$ cat src/rtl/keccak_pkg.sv
// keccak_pkg: shared Keccak-p[1600] constants, round-controller state type and first-round helper.
//   MAX_ROUNDS        rounds in a full Keccak-f[1600] permutation
//   ROUND_INDEX_SIZE  width of the round index fed to iota
//   FIRST_ROUND_IDX   first FIPS202 round index for a reduced-round permutation
package keccak_pkg;
    localparam int MAX_ROUNDS       = 24;
    localparam int ROUND_INDEX_SIZE = $clog2(MAX_ROUNDS);

    typedef enum logic [1:0] {IDLE, RUN, DONE} keccak_ctrl_state_e;

    function automatic logic [ROUND_INDEX_SIZE-1:0] FIRST_ROUND_IDX(input int nr);
        return ROUND_INDEX_SIZE'(MAX_ROUNDS - nr);
    endfunction
endpackage

$ cat src/rtl/keccak_round_ctrl.sv
// keccak_round_ctrl: sequences one Keccak-p[1600,nr] permutation over a shared round datapath.
//   clk, rst_n                    clock, asynchronous active-low reset
//   start_valid_i/start_ready_o   permutation request handshake from the sponge
//   load_en_o                     state register captures absorbed input (combinational)
//   round_en_o                    state register captures round output (combinational)
//   round_index_o, step_o         current FIPS202 round index and sub-step (registered)
//   busy_o                        permutation in progress (registered)
//   done_valid_o/done_ready_i     result handshake back to the sponge
//   abort_i                       only when KECCAK_CTRL_ABORT_EN is defined: drop to IDLE
module keccak_round_ctrl
    import keccak_pkg::*;
#(
    parameter int  NUM_ROUNDS      = 24,
    parameter int  STEPS_PER_ROUND = 1,
    localparam int STEP_W          = $clog2(STEPS_PER_ROUND) + 1
) (
    input  logic                        clk,
    input  logic                        rst_n,
`ifdef KECCAK_CTRL_ABORT_EN
    input  logic                        abort_i,
`endif
    input  logic                        start_valid_i,
    output logic                        start_ready_o,
    output logic                        load_en_o,
    output logic                        round_en_o,
    output logic [ROUND_INDEX_SIZE-1:0] round_index_o,
    output logic [STEP_W-1:0]           step_o,
    output logic                        busy_o,
    output logic                        done_valid_o,
    input  logic                        done_ready_i
);
    localparam logic [ROUND_INDEX_SIZE-1:0] FIRST_IDX = FIRST_ROUND_IDX(NUM_ROUNDS);
    localparam logic [ROUND_INDEX_SIZE-1:0] LAST_IDX  = ROUND_INDEX_SIZE'(MAX_ROUNDS - 1);
    localparam logic [STEP_W-1:0]           LAST_STEP = STEP_W'(STEPS_PER_ROUND - 1);

    if (NUM_ROUNDS < 1 || NUM_ROUNDS > MAX_ROUNDS || STEPS_PER_ROUND < 1) begin : g_bad_cfg
        $error("keccak_round_ctrl: NUM_ROUNDS must be 1..MAX_ROUNDS and STEPS_PER_ROUND >= 1");
    end

    keccak_ctrl_state_e                state_q, state_d;
    logic [ROUND_INDEX_SIZE-1:0]       round_q, round_d;
    logic [STEP_W-1:0]                 step_q, step_d;
    logic                              busy_q, done_q;
    logic                              abort;

`ifdef KECCAK_CTRL_ABORT_EN
    // abort has no effect while idle
    assign abort = abort_i && (state_q != IDLE);
`else
    assign abort = 1'b0;
`endif

    assign start_ready_o = (state_q == IDLE) || (state_q == DONE && done_ready_i && !abort);
    assign load_en_o     = start_valid_i && start_ready_o;
    assign round_en_o    = (state_q == RUN) && (step_q == LAST_STEP) && !abort;
    assign done_valid_o  = done_q && !abort;
    assign round_index_o = round_q;
    assign step_o        = step_q;
    assign busy_o        = busy_q;

    always_comb begin
        state_d = state_q;
        round_d = round_q;
        step_d  = '0;
        case (state_q)
            IDLE:    state_d = start_valid_i ? RUN : IDLE;
            RUN:     state_d = abort ? IDLE : (round_en_o && round_q == LAST_IDX) ? DONE : RUN;
            DONE:    state_d = abort ? IDLE : done_ready_i ? (start_valid_i ? RUN : IDLE) : DONE;
            default: state_d = IDLE;
        endcase
        // the index saturates at the last round; it only restarts on a new load
        if (load_en_o)
            round_d = FIRST_IDX;
        else if (round_en_o && round_q != LAST_IDX)
            round_d = round_q + 1'b1;
        if (state_q == RUN && !abort && step_q != LAST_STEP)
            step_d = step_q + 1'b1;
    end

    always_ff @(posedge clk or negedge rst_n) begin
        if (!rst_n) begin
            state_q <= IDLE;
            round_q <= FIRST_IDX;
            step_q  <= '0;
            busy_q  <= 1'b0;
            done_q  <= 1'b0;
        end else begin
            state_q <= state_d;
            round_q <= round_d;
            step_q  <= step_d;
            busy_q  <= (state_d == RUN);
            done_q  <= (state_d == DONE);
        end
    end
endmodule

$ cat config.mk
export PLATFORM = sky130hd
export DESIGN_NAME = keccak_round_ctrl
export DESIGN_NICKNAME = d
export VERILOG_FILES = /design/src/rtl/keccak_pkg.sv /design/src/rtl/keccak_round_ctrl.sv
export SDC_FILE = /design/constraint.sdc
export NUM_CORES = 1
export LEC_CHECK = 0
export CORE_MARGIN = 3
export CORE_UTILIZATION = 40
export DETAILED_ROUTE_END_ITERATION = 10
export GPL_TIMING_DRIVEN = 0
export PLACE_DENSITY = 0.69
export SETUP_SLACK_MARGIN = 0.02
export SYNTH_ARGS = -nofsm -noshare
export SYNTH_HDL_FRONTEND = slang
export SYNTH_SLANG_ARGS = --single-unit
$ cat constraint.sdc
create_clock -name clk -period 1.9 [get_ports clk]
set_clock_uncertainty 0.2 [all_clocks]
set_input_delay 0.475 -clock clk [delete_from_list [all_inputs] [get_ports clk]]
set_output_delay 0.475 -clock clk [all_outputs]
set_load 0.02 [all_outputs]
======== Yosys cells after proc, flatten, opt, wreduce, memory -nomap -nowiden ========
Index checks and enable logic that the tools add are counted.
cells by class
  shift-type cells ........................ 0
  multiply operators ...................... 0
  bitwise operators ....................... 1
  divide/modulo/power cells ............... 0
  order comparisons ....................... 0
  multiplexer cells ....................... 7
  add/subtract/negate cells ............... 2
  reduce and logical (&&, ||, !) cells .... 9
  equal/unequal tests ..................... 6
operators by type and width
  cell                   number
  $mux W5                2
  $logic_and A1 B1 Y1    6
  $pmux W2 S3            1
  $add A5 B1 Y5 const B  1
  $eq A5 B5 Y1 const B   1
  $ne A5 B5 Y1 const B   1
  $eq A2 B1 Y1 const B   2
  $eq A2 B2 Y1 const B   2
  $mux W2                2
  $logic_not A2 Y1       1
  $mux W1                2
  $reduce_bool A2 Y1     1
  $add A1 B1 Y1 const B  1
  $logic_or A1 B1 Y1     1
  $not A1 Y1             1
storage, ports and cells
  output and inout bits ................... 11
  flip-flop bits (word level) ............. 10
  logic and storage cells ................. 30
  RAM bits ................................ 0
  bits of input ports ..................... 4
  ROM bits ................................ 0
  memories kept ........................... 0
  latch bits .............................. 0

======== Longest topological paths before layout ========
Gate-level depths: netlist (run 1).
  depth after elaboration ................. 6
  mapped depth ............................ 4
  mapped depth without buffers ............ 4

======== Least setup slack after synthesis (run 1) ========
No wires, ideal clock.
  path type ............................... register -> register
  from .................................... register round_q[0], in the netlist round_index_o[0]
  to ...................................... register round_q[0], in the netlist round_index_o[0]
  setup time .............................. 0.125 ns
  path buffers ............................ 0
  arrival time ............................ 1.410 ns
  slack ................................... 0.165 ns
  cell stages (with the launch flop) ...... 5
  clock period less this slack ............ 1.735 ns
  cell sequence ........................... dfrtp_1 ha_1 nand4b_2 and2_2 mux2_4
between the ends
  word-level cells in the longest chain between the ends .. 3
RTL lines
  item                                                   line                                              RTL
  start: declaration                                     keccak_round_ctrl.sv:41                           logic [ROUND_INDEX_SIZE-1:0] round_q, round_d;
  start signal: assignment                               keccak_round_ctrl.sv:89                           round_q <= round_d;
  $add A5 B1 Y5 / $ne A5 B5 Y1 (equally long branches)   keccak_round_ctrl.sv:75, keccak_round_ctrl.sv:74
  $mux W5 / $logic_and A1 B1 Y1 (equally long branches)  keccak_round_ctrl.sv:74                           else if (round_en_o && round_q != LAST_IDX)
  $mux W5 / $reduce_bool A2 Y1 (equally long branches)   --
Parallel ways exist; a longest one is shown, timed or not. The select of a mux whose other input is x is not followed.
A chain may end at the register's enable or synchronous reset.

======== Worst setup path after layout (run 1) ========
  from .................................... register state_q[1]
  to ...................................... output load_en_o
between the ends
  word-level cells in the longest chain between the ends .. 4
RTL lines
  item                      line                     RTL
  start: declaration        keccak_round_ctrl.sv:40  keccak_ctrl_state_e state_q, state_d;
  start signal: assignment  keccak_round_ctrl.sv:88  state_q <= state_d;
  $eq A2 B2 Y1              keccak_round_ctrl.sv:53  assign start_ready_o = (state_q == IDLE) || (state_q == DONE && done_ready_i && !abort);
  $logic_and A1 B1 Y1       keccak_round_ctrl.sv:53
  $logic_or A1 B1 Y1 *      keccak_round_ctrl.sv:53
  $logic_and A1 B1 Y1 *     keccak_round_ctrl.sv:54  assign load_en_o = start_valid_i && start_ready_o;
  end: declaration          keccak_round_ctrl.sv:24  output logic load_en_o,
Mark *: on every way between the ends. The rest lies on a longest branch, timed or not.

==> impl_metrics.csv, run 1 <==
group,metric,value,unit
synth,synthCells,44,
cts,path_clk_slew,0.06,ns
floorplan,io_pins,15,
floorplan,die_w,42.5,um
finish,drive_above_1_share,0.394,
route,wl_met1,496,um
worst_hold_path,hold_class,"register to register",
route,postRouteAntennaNets,0,
floorplan,start_util,0.454,
floorplan,fp-row-count,12,
placement,placed_area,689,sq um
synth,synthTopCellsByCount,"dfrtp_1, a21oi_1, inv_1",
critical_path,cp.arrival,1.26,ns
sta,rsz0062_at_grt,"yes",
global_routing,grt_pass1_vias,429,
placement,dp.cells,72,
global_routing,grt_util_all_layers,0.149,
route,via_per_inst,5.30,
synth,avgSynthCellArea,12.1,sq um
finish,layout.cells.non_filler,80,
sta,setup_ws,-0.0329,ns
cts,cts_tree,"done",
sta,period_needed,1.93,ns
placement,dpl.hpwl,774,um
cts,root_buffer,"clkbuf_4",
worst_hold_path,hold_depth,1,
finish,diodes,0,
finish,final_nets,73,
sta,max_freq,517,MHz
placement,port_buffers,14,
critical_path,worstPathMaxFanout,3,
critical_path,cp-start-kind,"register",
run_status,violations,"setup timing",
critical_path,cpLargestDelayFamily,"simple AND/OR/NAND/NOR gates",
route,routed_wl,1.15,mm
route,drt-pass1-iter-count,2,
floorplan,die_height,42.5,um
cts,cts_hold_buf,0,
floorplan,coreArea,1170,sq um
critical_path,crit_required,1.22,ns
route,wl_met3,82,um
synth,synth-edff-count,0,
cts,clock_path_buffers,2,
critical_path,path_buf_inv,1,
finish,fin_area,746,sq um
critical_path,reg2reg_depth,4,
critical_path,path_cells,"and2b_2 > nor3_4 > buf_6",
route,topRoutingLayerUsed,"met4",
placement,globalplace.congestion,0.683,
synth,synth_cell_types,29,
global_routing,grt_pass1_wl,1.94,mm
global_routing,grt_max_degree,11,
power_and_ir_drop,leakage,0.397,nW
cts,cts-buffers-inserted,3,
sta,drv_slew,0,
synth,ys_seq_area_frac,0.471,
critical_path,r2r_slack,0.18,ns
power_and_ir_drop,pwr_density_cell,1420,nW/um^2
synth,synthTopCellsByArea,"dfrtp_1, a21oi_1, nor3b_4",
cts,cts_sinks,10,
route,drc,0,
cts,cts_htree_levels,1,
finish,fill_cells,105,
sta,finalSetupViolCount,1,
global_routing,overflow,0,
sta,fin_crit_sh,1.02,
critical_path,slowest_stage,"dfrtp_2",
critical_path,worst-path-stages,3,
critical_path,crit_path_end_kind,"output port",
route,routedWlPerCell,14.4,um
synth,synth_area,532,sq um
route,vias,424,
cts,clk_latency,0.26,ns
route,wl_met2,557,um
critical_path,critPathKind,"register to output port",
floorplan,dieArea,1800,sq um
sta,hold_viol_final,0,
synth,synth_seq_cells,10,
synth,yosysTopAreaCell,"dfrtp_1",
flow_run,cap_violations,0,
synth,synthesis.nets,49,
sta,final.setup.tns,-0.0329,ns
synth,synth_top_area_share,0.471,
route,drt_iter0_drc,5,
synth,synth_most_common_cell,"dfrtp_1",
synth,synth_top_flop_cell,"dfrtp_1",
global_routing,antenna_found_initial,0,
critical_path,slowest_delay,0.42,ns
power_and_ir_drop,ir_worst_vdd,0.000719,V
sta,hold_ws,0.321,ns
synth,yosysWarnings,0,
synth,async_reset_ff_frac,1.00,
run_status,status,"complete, but fails checks",
finish,area_growth,40.2,%
[kinds of logic after synthesis]
logic type      after synthesis  synth area share
simple gates                 13             0.214
compound gates               12             0.186
flops                        10             0.471
buf+inv                       5            0.0518
mux                           2            0.0471
fa+ha+maj                     1            0.0235
other cells                   1           0.00705
[cell usage in the layout, fill, tap and decap left out, types with 2 or more instances in the layout]
cell type       synthesis  routed
a21oi_1                 4       4
inv_1                   3       2
buf_4                   0       7
dlymetal6s2s_1          0       2
clkbuf_4                0       3
buf_6                   1       3
a2bb2oi_1               2       2
dfrtp_1                10       9
dlygate4sd2_1           0       7
[state kept, by name, indices dropped and copies added, names as in the netlist]
| signal | count |
|---|---|
| done_valid_o | 1 |
| busy_o | 1 |
| state_q | 2 |
| step_o | 1 |
| round_index_o | 5 |
[final cells by class]
class	count	area (sq um)	area share
multi-input combinational	29	255	0.342
timing repair buffer	20	176	0.237
buffer	1	11.3	0.0151
sequential	10	251	0.337
tap	14	17.5	0.0235
clock buffer	3	22.5	0.0302
inverter	3	11.3	0.0151
[worst register-to-register path: cells and delay by family (launching register included)]
kind          cells  cell delay, ns
simple gates      2            0.48
fa+ha+maj         1            0.27
mux               1            0.26
flops             1            0.40
[timing repair]
item,in CTS,in global routing
resized for setup,26,6
cloned,0,0
pin swaps,2,1
setup buffers,5,1
setup endpoints to repair,9,5
[stage by stage]
step	utilization	power [mW]	worst slack (ns)
floorplan	-	0.716	0.165
global placement	0.589	0.927	-0.804
detailed placement	0.589	0.940	-0.817
CTS	0.623	1.05	-0.0436
global route	0.637	1.14	-0.0740
finish	0.637	1.06	-0.0329
[path summary, 6_finish.rpt]
check                                                  start                           end
worst min register to register  round_index_o[3]$_DFFE_PN0P_  round_index_o[3]$_DFFE_PN0P_
max in group asynchronous                              rst_n          state_q[1]$_DFF_PN0_
worst max register to register  round_index_o[0]$_DFFE_PN0P_  round_index_o[0]$_DFFE_PN0P_
worst max-delay path                    state_q[1]$_DFF_PN0_                     load_en_o
worst min-delay path            round_index_o[3]$_DFFE_PN0P_  round_index_o[3]$_DFFE_PN0P_
min in group asynchronous                              rst_n  round_index_o[3]$_DFFE_PN0P_
[metal layers]
layer	vias up	GRT usage
met4	0	0.0559
met2	10	0.237
li1	210	-
met1	202	0.165
met5	-	0
met3	2	0.0815
[where the power goes]
| part | total (mW) | internal, mW | switching (mW) |
|---|---|---|---|
| Combinational | 0.565 | 0.279 | 0.286 |
| Clock | 0.139 | 0.0729 | 0.0664 |
| Sequential | 0.352 | 0.286 | 0.0660 |
| Total | 1.06 | 0.638 | 0.418 |
Note: power is estimated with default switching activity, not from simulation.
==> run 2: changes to the inputs <==
- CORE_AREA: unset -> 3 3 40 42
- CORE_MARGIN: 3 -> unset
- CORE_UTILIZATION: 40 -> unset
- DIE_AREA: unset -> 0 0 43 45
==> impl_metrics.csv, run 2 (same netlist as run 1, synthesis figures left out) <==
group,metric,value,unit
sta,setup_ws,-0.0331,ns
cts,cts_hold_buf,0,
critical_path,r2r_start,"round_index_o[0]$_DFFE_PN0P_",
placement,dp.cells,73,
cts,clk_latency,0.27,ns
critical_path,worst_r2r_endpoint,"round_index_o[0]$_DFFE_PN0P_",
cts,path_clk_slew,0.07,ns
critical_path,cp-start-kind,"register",
floorplan,coreArea,1280,sq um
sta,max_freq,517,MHz
critical_path,crit_start,"state_q[1]$_DFF_PN0_",
route,via_per_inst,5.41,
finish,final_cell_mix,"dfrtp_1, dlygate4sd2_1, buf_4, a21oi_1",
route,vias,438,
floorplan,dieArea,1940,sq um
sta,period_needed,1.93,ns
sta,hold_viol_final,0,
finish,final_common_cell,"dfrtp_1",
sta,rsz0062_at_grt,"yes",
worst_hold_path,hold_class,"primary input to async pin",
floorplan,fp-row-count,13,
cts,cts-buffers-inserted,3,
finish,diodes,0,
critical_path,worstPathMaxFanout,3,
critical_path,crit_path_end_kind,"output port",
placement,port_buffers,14,
global_routing,overflow,0,
finish,layout.cells.non_filler,81,
power_and_ir_drop,leakage,0.398,nW
finish,drive_above_1_share,0.394,
placement,globalplace.congestion,0.694,
cts,cts_tree,"done",
route,routedWlPerCell,14.1,um
finish,largest_reg_flops,5,
global_routing,grt_pass1_vias,408,
finish,area_growth,41.6,%
global_routing,grt_max_degree,11,
global_routing,antenna_found_initial,0,
floorplan,die_w,43,um
finish,final_nets,72,
cts,cts_sinks,10,
power_and_ir_drop,pwr_density_cell,1480,nW/um^2
critical_path,r2r_slack,0.15,ns
critical_path,crit_required,1.22,ns
cts,clock_path_buffers,2,
power_and_ir_drop,ir_worst_vdd,0.000511,V
floorplan,die_height,45,um
critical_path,cp.arrival,1.26,ns
route,routed_wl,1.14,mm
route,drc,0,
floorplan,start_util,0.414,
route,postRouteAntennaNets,0,
sta,fin_crit_sh,1.02,
run_status,status,"complete, but fails checks",
critical_path,critPathKind,"register to output port",
floorplan,io_pins,15,
sta,finalSetupViolCount,1,
global_routing,grt_pass1_wl,1.77,mm
cts,root_buffer,"clkbuf_4",
route,drt-pass1-iter-count,4,
critical_path,reg2reg_depth,4,
critical_path,cp-endpoint,"load_en_o",
sta,drv_slew,0,
run_status,violations,"setup timing",
route,drt_iter0_drc,6,
global_routing,grt_util_all_layers,0.128,
placement,dpl.hpwl,750,um
cts,cts_htree_levels,1,
flow_run,cap_violations,0,
power_and_ir_drop,total_power,1.11,mW
[run 2: changes by cell type in the layout (fill, tap and decap cells not counted), sizes merged]
cell / before / now
clkbuf: 4 / 5
buf: 10 / 9
[run 2: final cells by class]
class / count / area (sq um)
plain buffers: 1 / 11.3
multi-input cells: 29 / 255
repair buffers: 19 / 169
inverters: 3 / 11.3
well taps: 15 / 18.8
clock buffers: 4 / 36.3
flip-flops and latches: 10 / 251
fillers: 117 / 532
[run 2: what timing repair did]
| item | CTS | global route |
|---|---|---|
| resized for setup | 27 | 5 |
| buffers inserted | 3 | 2 |
| pin swaps | 2 | 1 |
| hold endpoints to repair | 0 | 0 |
| endpoints found under the setup margin | 9 | 5 |
[run 2: how the worst min path moves through the flow]
stage | startpoint | to | slack [ns] | cells past startpoint
after global placement | round_index_o[3]$_DFFE_PN0P_ | round_index_o[3]$_DFFE_PN0P_ | 0.31 | 1
after detailed placement | round_index_o[3]$_DFFE_PN0P_ | round_index_o[3]$_DFFE_PN0P_ | 0.32 | 1
after CTS | rst_n | round_index_o[4]$_DFFE_PN0P_ | 0.33 | 1
after global routing | rst_n | round_index_o[4]$_DFFE_PN0P_ | 0.35 | 1
after floorplan | rst_n | busy_o$_DFF_PN0_ | -0.02 | 0
final | rst_n | round_index_o[4]$_DFFE_PN0P_ | 0.32 | 1
[run 2: through the flow]
| step | cell area, sq um | utilization | hold slack [ns] | TNS (ns) | worst slack (ns) |
|---|---|---|---|---|---|
| floorplan | 532 | - | -0.0206 | 0 | 0.165 |
| global route | 753 | 0.586 | 0.347 | -0.0870 | -0.0815 |
| detailed placement | 691 | 0.537 | 0.320 | -1.80 | -0.816 |
| CTS | 732 | 0.570 | 0.326 | -0.0155 | -0.0155 |
| finish | 753 | 0.586 | 0.324 | -0.0331 | -0.0331 |
| global placement | 691 | 0.537 | 0.309 | -1.79 | -0.821 |
[run 2: worst max-delay path: stages (launching register included)]
cell and delay [ns]:
dfrtp_2 0.39, and2b_2 0.23, nor3_4 0.23, buf_6 0.15
[run 2: power breakdown]
group          switching [mW]  internal [mW]
Sequential             0.0657          0.286
Combinational           0.286          0.282
Clock                  0.0770          0.116
[run 2: layer usage]
layer,track usage,vias to the layer above,part of all wire
met5,0,-,0
met4,0.108,0,0.014
met3,0.0239,2,0.054
met2,0.204,11,0.52
met1,0.150,219,0.41
li1,-,206,-
==> run 3: changes to the inputs <==
- CAP_MARGIN: unset -> 15
==> results of run 3 <==
Final layout, timing and power as in run 2 (identical DEF).
